<file path="config.mk">
export PLATFORM = sky130hd
export DESIGN_NAME = sequence_player
export DESIGN_NICKNAME = d
export VERILOG_FILES = /design/src/rtl/sequence_player.sv
export SDC_FILE = /design/constraint.sdc
export NUM_CORES = 1
export LEC_CHECK = 0
export ABC_AREA = 1
export BUFFER_PORTS_ARGS = -buffer_cell sky130_fd_sc_hd__buf_2
export CORE_ASPECT_RATIO = 1.25
export CORE_MARGIN = 2
export CORE_UTILIZATION = 40
export CTS_CLUSTER_DIAMETER = 40
export DETAILED_ROUTE_END_ITERATION = 8
export PLACE_DENSITY_LB_ADDON = 0.15
export SLEW_MARGIN = 0
export SYNTH_ARGS = -nofsm -noshare
export SYNTH_HDL_FRONTEND = slang
export SYNTH_SLANG_ARGS = --single-unit
</file>
<file path="constraint.sdc">
create_clock -name clk -period 2.5 [get_ports clk]
set_clock_uncertainty 0.05 [all_clocks]
set_input_delay 0.125 -clock clk [delete_from_list [all_inputs] [get_ports clk]]
set_output_delay 0.125 -clock clk [all_outputs]
set_load 0.03 [all_outputs]
</file>
<file path="src/rtl/sequence_player.sv">
// Plays a stored sequence of 2-bit symbols on one-hot LEDs, one symbol
// per timer period followed by a blank gap, then pulses done.
module sequence_player #(
    parameter int MAX_LEN = 16,
    parameter int IDX_W   = 4,
    parameter int LEN_W   = 5
) (
    input  logic             clk,
    input  logic             rst,
    input  logic             wr_en,
    input  logic [IDX_W-1:0] wr_addr,
    input  logic [1:0]       wr_data,
    input  logic [LEN_W-1:0] seq_len,
    input  logic             start,
    input  logic             abort,
    input  logic             timeout,
    output logic             timer_en,
    output logic [3:0]       leds,
    output logic             busy,
    output logic             done,
    output logic [IDX_W-1:0] play_idx
);

    typedef enum logic [1:0] {
        IDLE,
        SHOW,
        GAP
    } state_t;

    state_t           state_q, state_d;
    logic [1:0]       mem_q [MAX_LEN];
    logic [3:0]       leds_q, leds_d;
    logic             timer_en_q, timer_en_d;
    logic             busy_q, busy_d;
    logic             done_q, done_d;
    logic [IDX_W-1:0] idx_q, idx_d;
    logic [LEN_W-1:0] len_q, len_d;
    logic [IDX_W-1:0] rd_addr;
    logic [1:0]       rd_sym;
    logic             last;

    always_ff @(posedge clk) begin
        if (wr_en) begin
            mem_q[wr_addr] <= wr_data;
        end
    end

    // Write-through so a same-cycle write to the next symbol is displayed.
    assign rd_addr = (state_q == IDLE) ? '0 : idx_q + IDX_W'(1);
    assign rd_sym  = (wr_en && wr_addr == rd_addr) ? wr_data : mem_q[rd_addr];
    assign last    = ({1'b0, idx_q} == len_q - LEN_W'(1));

    always_comb begin
        state_d    = state_q;
        leds_d     = leds_q;
        timer_en_d = timer_en_q;
        busy_d     = busy_q;
        done_d     = 1'b0;
        idx_d      = idx_q;
        len_d      = len_q;
        case (state_q)
            IDLE: begin
                if (start && !abort) begin
                    if (seq_len == '0) begin
                        done_d = 1'b1;
                    end else begin
                        state_d    = SHOW;
                        idx_d      = '0;
                        leds_d     = 4'b0001 << rd_sym;
                        timer_en_d = 1'b1;
                        busy_d     = 1'b1;
                        len_d      = (seq_len > LEN_W'(MAX_LEN)) ?
                                     LEN_W'(MAX_LEN) : seq_len;
                    end
                end
            end
            SHOW, GAP: begin
                if (abort) begin
                    state_d    = IDLE;
                    leds_d     = '0;
                    timer_en_d = 1'b0;
                    busy_d     = 1'b0;
                end else if (timeout && state_q == SHOW) begin
                    state_d = GAP;
                    leds_d  = '0;
                end else if (timeout && last) begin
                    state_d    = IDLE;
                    done_d     = 1'b1;
                    timer_en_d = 1'b0;
                    busy_d     = 1'b0;
                end else if (timeout) begin
                    state_d = SHOW;
                    idx_d   = idx_q + IDX_W'(1);
                    leds_d  = 4'b0001 << rd_sym;
                end
            end
            default: begin
                state_d = IDLE;
            end
        endcase
    end

    always_ff @(posedge clk or posedge rst) begin
        if (rst) begin
            state_q    <= IDLE;
            leds_q     <= '0;
            timer_en_q <= 1'b0;
            busy_q     <= 1'b0;
            done_q     <= 1'b0;
            idx_q      <= '0;
            len_q      <= '0;
        end else begin
            state_q    <= state_d;
            leds_q     <= leds_d;
            timer_en_q <= timer_en_d;
            busy_q     <= busy_d;
            done_q     <= done_d;
            idx_q      <= idx_d;
            len_q      <= len_d;
        end
    end

    assign timer_en = timer_en_q;
    assign leds     = leds_q;
    assign busy     = busy_q;
    assign done     = done_q;
    assign play_idx = idx_q;

endmodule
</file>
==> run_results.csv, run 1 <==
group,metric,value,unit
run_status,outcome,"completed",
flow_run,cap_violations,0,
grt,grt_max_degree,19,
setup_path,worst-endpoint-arrival,2.37,ns
timing,setup_violations,0,
route,highest_layer,"met4",
synth,muxShareOfSynthArea,0,
cts,cts.repair.resized,0,
cts,cts-root-buf,"clkbuf_8",
timing,finalCritPeriodShare,0.8905,
finish,nets,395,
synth,yosys.area_share.simple,0.3431,
finish,antennaDiodeCount,0,
route,drt_iter0_drc,90,
route,routed_via_density,4.896,
timing,worst_pin_slew,0.7060,ns
floorplan,die-area,7595,sq um
finish,areaGrowthSynthToFinish,11.18,%
pwr,power.internal,1.643,mW
placement,port_buffers,27,
synth,synthTopCellsByArea,"edfxtp_1 (35%), dfrtp_1 (15%), nand2_1 (14%)",
cts,postCtsHoldBufs,2,
synth,yosysUniqueCellTypes,29,
setup_path,critPathKind,"flip-flop to flip-flop",
pwr,p_clk_frac,0.154,
synth,syn-num-nets,364,
floorplan,io_pins,28,
timing,relSlewSlack,0.5288,
placement,place_congestion,0.8823,
setup_path,critPathLaunchType,"flip-flop",
synth,synth_xor_area_frac,0.005885,
pwr,seq_power_share,0.348,
worst_hold_path,hp-class,"input pin to flip-flop",
finish,layout-drive-gt1-share,0.1551,
finish,finalInstanceArea,3073,sq um
cts,cts_buffers,5,
synth,synth_cells,342,
finish,layout_common_cells,"nand2_1 (101), inv_1 (59), nand3_1 (52)",
grt,grt_remaining_overflow,0,
grt,grtUsageTotal,0.1740,
timing,fmaxAchievable,0.4492,GHz
worst_hold_path,whs_path_depth,3,
pwr,ir_worst_vdd,0.3709,mV
setup_path,crit_fanout,12,
setup_path,ff2ff_setup_slack,0.27,ns
floorplan,num_rows,33,
placement,placedInstanceArea,2965,sq um
setup_path,crit_slowest_cell,"dfrtp_1",
setup_path,crit_path_end,"leds[0]$_DFFE_PP0P_",
placement,dp.final_hpwl,4625,um
setup_path,r2r_end,"leds[0]$_DFFE_PP0P_",
setup_path,crit_buf_inv,2,
synth,syn-cell-area,2764,sq um
floorplan,die_w,78.35,um
timing,post-route-min-period,2.226,ns
synth,syn_avg_cell_area,8.082,sq um
cts,clk_latency,0.30,ns
route,vias,2257,
floorplan,core_region_area,6606,sq um
synth,synth_compound_area_frac,0.02399,
timing,setup_tns,0,ns
cts,clkTransAtPathRegs,0.09,ns
pwr,p_per_area,979.1,nW/um^2
route,drt-pass1-iter-count,5,
timing,slew_viol_final,0,
setup_path,cp-startpoint,"state_q[1]$_DFFE_PP0P_",
finish,final_common_cell,"nand2_1",
timing,hold_viol_final,0,
grt,grt_first_pass_wirelength,10460,um
cts,tritoncts,"yes",
route,antenna_left,0,
setup_path,r2r_cells,13,
route,drc,0,
synth,synth_top_family_by_area,"simple AND/OR/NAND/NOR gates",
route,wirelength,5993,um
grt,grt_pass1_vias,2285,
setup_path,timing.critical_path.mode_cell,"nand2_1",
synth,synth_warnings,0,
setup_path,reg2reg_from,"state_q[1]$_DFFE_PP0P_",
floorplan,dieHeight,96.94,um
setup_path,cp-end-kind,"flip-flop",
synth,synth.top_cell.area_share,0.3477,
cts,cts_max_level,2,
pwr,p_switching,1.366,mW
route,wl_met1,2617,um
route,wl_met2,3024,um
setup_path,critical-path-max-stage-delay,0.42,ns
setup_path,critPathRequiredTime,2.65,ns
grt,antenna_found_initial,0,
setup_path,cp.depth,13,
floorplan,start_util,0.4184,
cts,cts_setup_buffers,0,
pwr,p_comb_frac,0.498,
timing,rsz0062_at_grt,"no",
route,post_drt_wl_per_cell,13.00,um
synth,synthAdderAreaFrac,0.02263,
synth,synth_seq_area_share,0.5016,
pwr,p_leak,1.525,nW
setup_path,path_delay_family,"simple AND/OR/NAND/NOR gates",
cts,cts_buffer_depth,2,
route,route.met3.wl,200,um
synth,synth-seq-cells,49,
synth,yosys.area.top_type,"edfxtp_1",
pwr,switching_share,0.4539,
cts,clock_sinks,49,
setup_path,path_cells,"inv_1 -> ha_1 -> inv_2 -> nand2_1 -> nand2_1 -> nand2_1 -> nand3_1 -> nor2_4 -> nand2_2 -> nand3_1 -> nand2_1 -> nand3_1 -> nand2_1",
cells in the mapped netlist (all sizes together):
| cell type | number |
|---|---|
| inv | 61 |
| nand2 | 110 |
| nand3 | 54 |
| o21a | 1 |
| clkinv | 1 |
| buf | 6 |
| dfrtp | 17 |
| nand3b | 2 |
| or2 | 1 |
| o22ai | 2 |
| ha | 5 |
| or3 | 1 |
| xor2 | 1 |
| edfxtp | 32 |
| nor2 | 35 |
| o21ai | 4 |
| o211ai | 1 |
| nand4 | 5 |
| a21oi | 3 |
power by group through the flow:
stage	Combinational, mW	Sequential (mW)	Clock, mW
floorplan	1.14	1.14	0
global placement	1.50	1.06	0
detailed placement	1.50	1.07	0
CTS	1.51	1.05	0.480
global route	1.72	1.07	0.511
finish	1.50	1.05	0.463
tightest hold or removal path: stages:
cell     delay (ns)
buf_2          0.09
nand2_1        0.05
o21ai_0        0.06
worst min-delay path by stage:
stage                     slack [ns]        from              endpoint
after CTS                       0.01  seq_len[3]  len_q[3]$_DFFE_PP0P_
after global routing            0.04  seq_len[3]  len_q[3]$_DFFE_PP0P_
after detailed placement        0.21         rst   leds[3]$_DFFE_PP0P_
final                           0.01  seq_len[3]  len_q[3]$_DFFE_PP0P_
after global placement          0.21         rst   leds[3]$_DFFE_PP0P_
after floorplan                0.001         rst      busy$_DFFE_PP0P_
routing by layer:
| metal | track usage | vias up |
|---|---|---|
| met2 | 0.3077 | 55 |
| met5 | 0 | - |
| met1 | 0.2129 | 1047 |
| met3 | 0.02799 | 14 |
| li1 | - | 1141 |
| met4 | 0.05938 | 0 |
per-stage QoR:
stage          cells  utilization  hold WS, ns  worst slack [ns]  power (mW)
3_5_place_dp     451       0.4489       0.2134            0.3160       2.562
3_3_place_gp     451       0.4489       0.2110            0.3295       2.562
2_1_floorplan    342            -     0.001069            0.6261       2.287
6_report         461       0.4652      0.01320            0.2737       3.009
4_1_cts          461       0.4652     0.009616            0.3070       3.037
5_1_grt          461       0.4652      0.04408           0.05165       3.299
flip-flops by register name, summed over array words and instances, names as in the netlist:
name / flops
mem_q: 32
done: 1
play_idx: 4
state_q: 2
len_q: 5
leds: 4
busy: 1
layout make-up:
cell class / count / area, sq um
Tap cell: 87 / 108.9
Fill cell: 682 / 3533
Timing Repair Buffer: 30 / 162.7
Sequential cell: 49 / 1386
Clock buffer: 6 / 72.57
Multi-Input combinational cell: 225 / 1094
Inverter: 62 / 234.0
Clock inverter: 2 / 15.01
logic make-up after synthesis:
kind of cell | after synthesis
xor+xnor | 1
flops | 49
simple gates | 208
compound gates | 11
buf+inv | 68
fa+ha+maj | 5
Note: power is estimated with default switching activity, not from simulation.
==> inputs of run 2 (changes only) <==
Settings changed: BUFFER_PORTS_ARGS -buffer_cell sky130_fd_sc_hd__buf_2 to -buffer_cell sky130_fd_sc_hd__buf_4.
==> run 2 against run 1 <==
Wire length about the same. Via count down 2.5%. Maximum frequency grew 3.3%. Clock power fell by 1%. Final cell count is 0.43% higher. Critical endpoint unchanged. Largest power group unchanged. Highest routed layer unchanged.
==> run_results.csv, run 2 (synthesis gave the netlist of run 1 again) <==
group,metric,value,unit
cts,clk_latency,0.30,ns
route,drt_iter0_drc,102,
timing,fmaxAchievable,0.4642,GHz
floorplan,start_util,0.4184,
setup_path,r2r_cells,13,
floorplan,core_region_area,6606,sq um
finish,areaGrowthSynthToFinish,14.21,%
finish,top_register,"mem_q",
finish,layout-drive-gt1-share,0.1596,
run_status,outcome,"completed",
grt,busiest_layer,"met2",
placement,placed_cells,452,
placement,place_ws,0.3453,ns
finish,final_common_cell,"nand2_1",
grt,gr-usage-met3,0.02425,
finish,multi_input_area,1094,sq um
route,drc,0,
route,wirelength,5988,um
timing,setup_tns,0,ns
cts,tritoncts,"yes",
finish,layout_common_cells,"nand2_1 (101), inv_1 (59), nand3_1 (52)",
floorplan,num_rows,33,
placement,dp.final_hpwl,4522,um
floorplan,die_w,78.35,um
cts,cts_buffers,5,
setup_path,r2r_end,"leds[0]$_DFFE_PP0P_",
worst_hold_path,whs_path_depth,3,
worst_hold_path,worstHoldStart,"seq_len[0]",
timing,slew_viol_final,0,
setup_path,path_cells,"inv_1 -> ha_1 -> inv_2 -> nand2_1 -> nand2_1 -> nand2_1 -> nand3_1 -> nor2_4 -> nand2_2 -> nand3_1 -> nand2_1 -> nand3_1 -> nand2_1",
route,antenna_left,0,
worst_hold_path,min_to,"len_q[0]$_DFFE_PP0P_",
cts,cts_buffer_depth,2,
timing,post-route-min-period,2.154,ns
floorplan,io_pins,28,
timing,finalCritPeriodShare,0.8617,
grt,antenna_found_initial,0,
setup_path,critPathLaunchType,"flip-flop",
timing,worst_pin_slew,0.7020,ns
placement,place_congestion,0.8896,
setup_path,worst-endpoint-arrival,2.31,ns
timing,hold_ws,0.04034,ns
setup_path,timing.critical_path.mode_cell,"nand2_1",
finish,fin_cells,463,
timing,layout_setup_ws,0.3458,ns
cts,cts_max_level,2,
finish,top_regs,"mem_q x32, len_q x5",
setup_path,crit_fanout,12,
cts,clock_sinks,49,
timing,setup_violations,0,
flow_run,cap_violations,0,
setup_path,critPathKind,"flip-flop to flip-flop",
timing,relSlewSlack,0.5315,
cts,cts-root-buf,"clkbuf_8",
setup_path,cp-end-kind,"flip-flop",
setup_path,crit_slowest_cell,"dfrtp_1",
pwr,p_per_area,972.9,nW/um^2
route,routed_via_density,4.752,
route,vias,2200,
pwr,ir_worst_vdd,0.3479,mV
setup_path,reg2reg_from,"state_q[0]$_DFFE_PP0P_",
grt,grt.met1_usage,0.2161,
floorplan,dieHeight,96.94,um
finish,antennaDiodeCount,0,
grt,grt_remaining_overflow,0,
pwr,p_leak,1.555,nW
finish,seq_area,1386,sq um
worst_hold_path,hp-class,"input pin to flip-flop",
finish,fillers,682,
grt,grt_first_pass_wirelength,10230,um
finish,nets,397,
placement,port_buffers,27,
setup_path,critPathRequiredTime,2.65,ns
setup_path,critical-path-max-stage-delay,0.42,ns
setup_path,ff2ff_setup_slack,0.35,ns
grt,grt_use_met2,0.3103,
timing,hold_viol_final,0,
route,post_drt_wl_per_cell,12.93,um
timing,rsz0062_at_grt,"no",
finish,largest_reg_flops,32,
floorplan,die-area,7595,sq um
cts,clkTransAtPathRegs,0.09,ns
grt,grt_max_degree,19,
grt,grt_pass1_vias,2106,
grt,grtUsageTotal,0.1723,
route,drt-pass1-iter-count,4,
==> run 2: cell count changes in the layout (fill, tap and decap cells not counted), sizes merged <==
| cell | change |
|---|---|
| buf | +1 |
| clkbuf | -1 |
| clkinv | +2 |
| dlygate4sd3 | +1 |
| clkinvlp | -1 |
==> run 2: worst max path at each step <==
| stage | start | end | slack (ns) | depth (start not counted) |
|---|---|---|---|---|
| floorplan | play_idx[0]$_DFFE_PP0P_ | leds[3]$_DFFE_PP0P_ | 0.63 | 12 |
| global placement | state_q[0]$_DFFE_PP0P_ | leds[1]$_DFFE_PP0P_ | 0.40 | 13 |
| detailed placement | state_q[0]$_DFFE_PP0P_ | leds[0]$_DFFE_PP0P_ | 0.35 | 13 |
| CTS | state_q[0]$_DFFE_PP0P_ | leds[0]$_DFFE_PP0P_ | 0.33 | 13 |
| global route | state_q[0]$_DFFE_PP0P_ | leds[0]$_DFFE_PP0P_ | 0.01 | 13 |
| finish | state_q[0]$_DFFE_PP0P_ | leds[0]$_DFFE_PP0P_ | 0.35 | 13 |
==> run 2: what timing repair did <==
| action | 4_1_cts | 5_1_grt |
|---|---|---|
| setup buffers | 0 | 0 |
| endpoints found under the setup margin | 0 | 0 |
| resized for setup | 0 | 0 |
| endpoints found under the hold margin | 19 | 0 |
| hold buffers | 3 | 0 |
==> run 2: layer usage <==
metal  vias to the layer above  routed length (um)
li1                       1147                   -
met1                      1017                2633
met2                        29                3125
met3                         7                 165
met4                         0                  63
met5                         -                   0
==> run 2: layout make-up <==
class	instances	area share
timing repair buffer	32	0.07848
inverter	62	0.07412
clock buffer	5	0.02180
tap	87	0.03448
multi-input combinational	225	0.3464
sequential	49	0.4392
clock inverter	3	0.005549
==> run 2: power by group <==
| group | internal, mW | switching, mW |
|---|---|---|
| Clock | 0.193 | 0.265 |
| Sequential | 0.972 | 0.100 |
| Combinational | 0.519 | 1.02 |
==> run 2: worst max-delay path, delay by kind of cell, from the launching register on <==
kind / cells / cell delay, ns
adders and majority gates: 1 / 0.24
DFF: 1 / 0.42
and+or+nand+nor: 10 / 1.13
buffers and inverters: 2 / 0.21
==> run 2: per-stage QoR <==
| stage | instance area [sq um] | utilization | total power, mW |
|---|---|---|---|
| floorplan | 2764 | - | 2.287 |
| CTS | 3157 | 0.4778 | 3.103 |
| finish | 3157 | 0.4778 | 3.071 |
| detailed placement | 3040 | 0.4602 | 2.630 |
| global route | 3157 | 0.4778 | 3.360 |
| global placement | 3040 | 0.4602 | 2.627 |
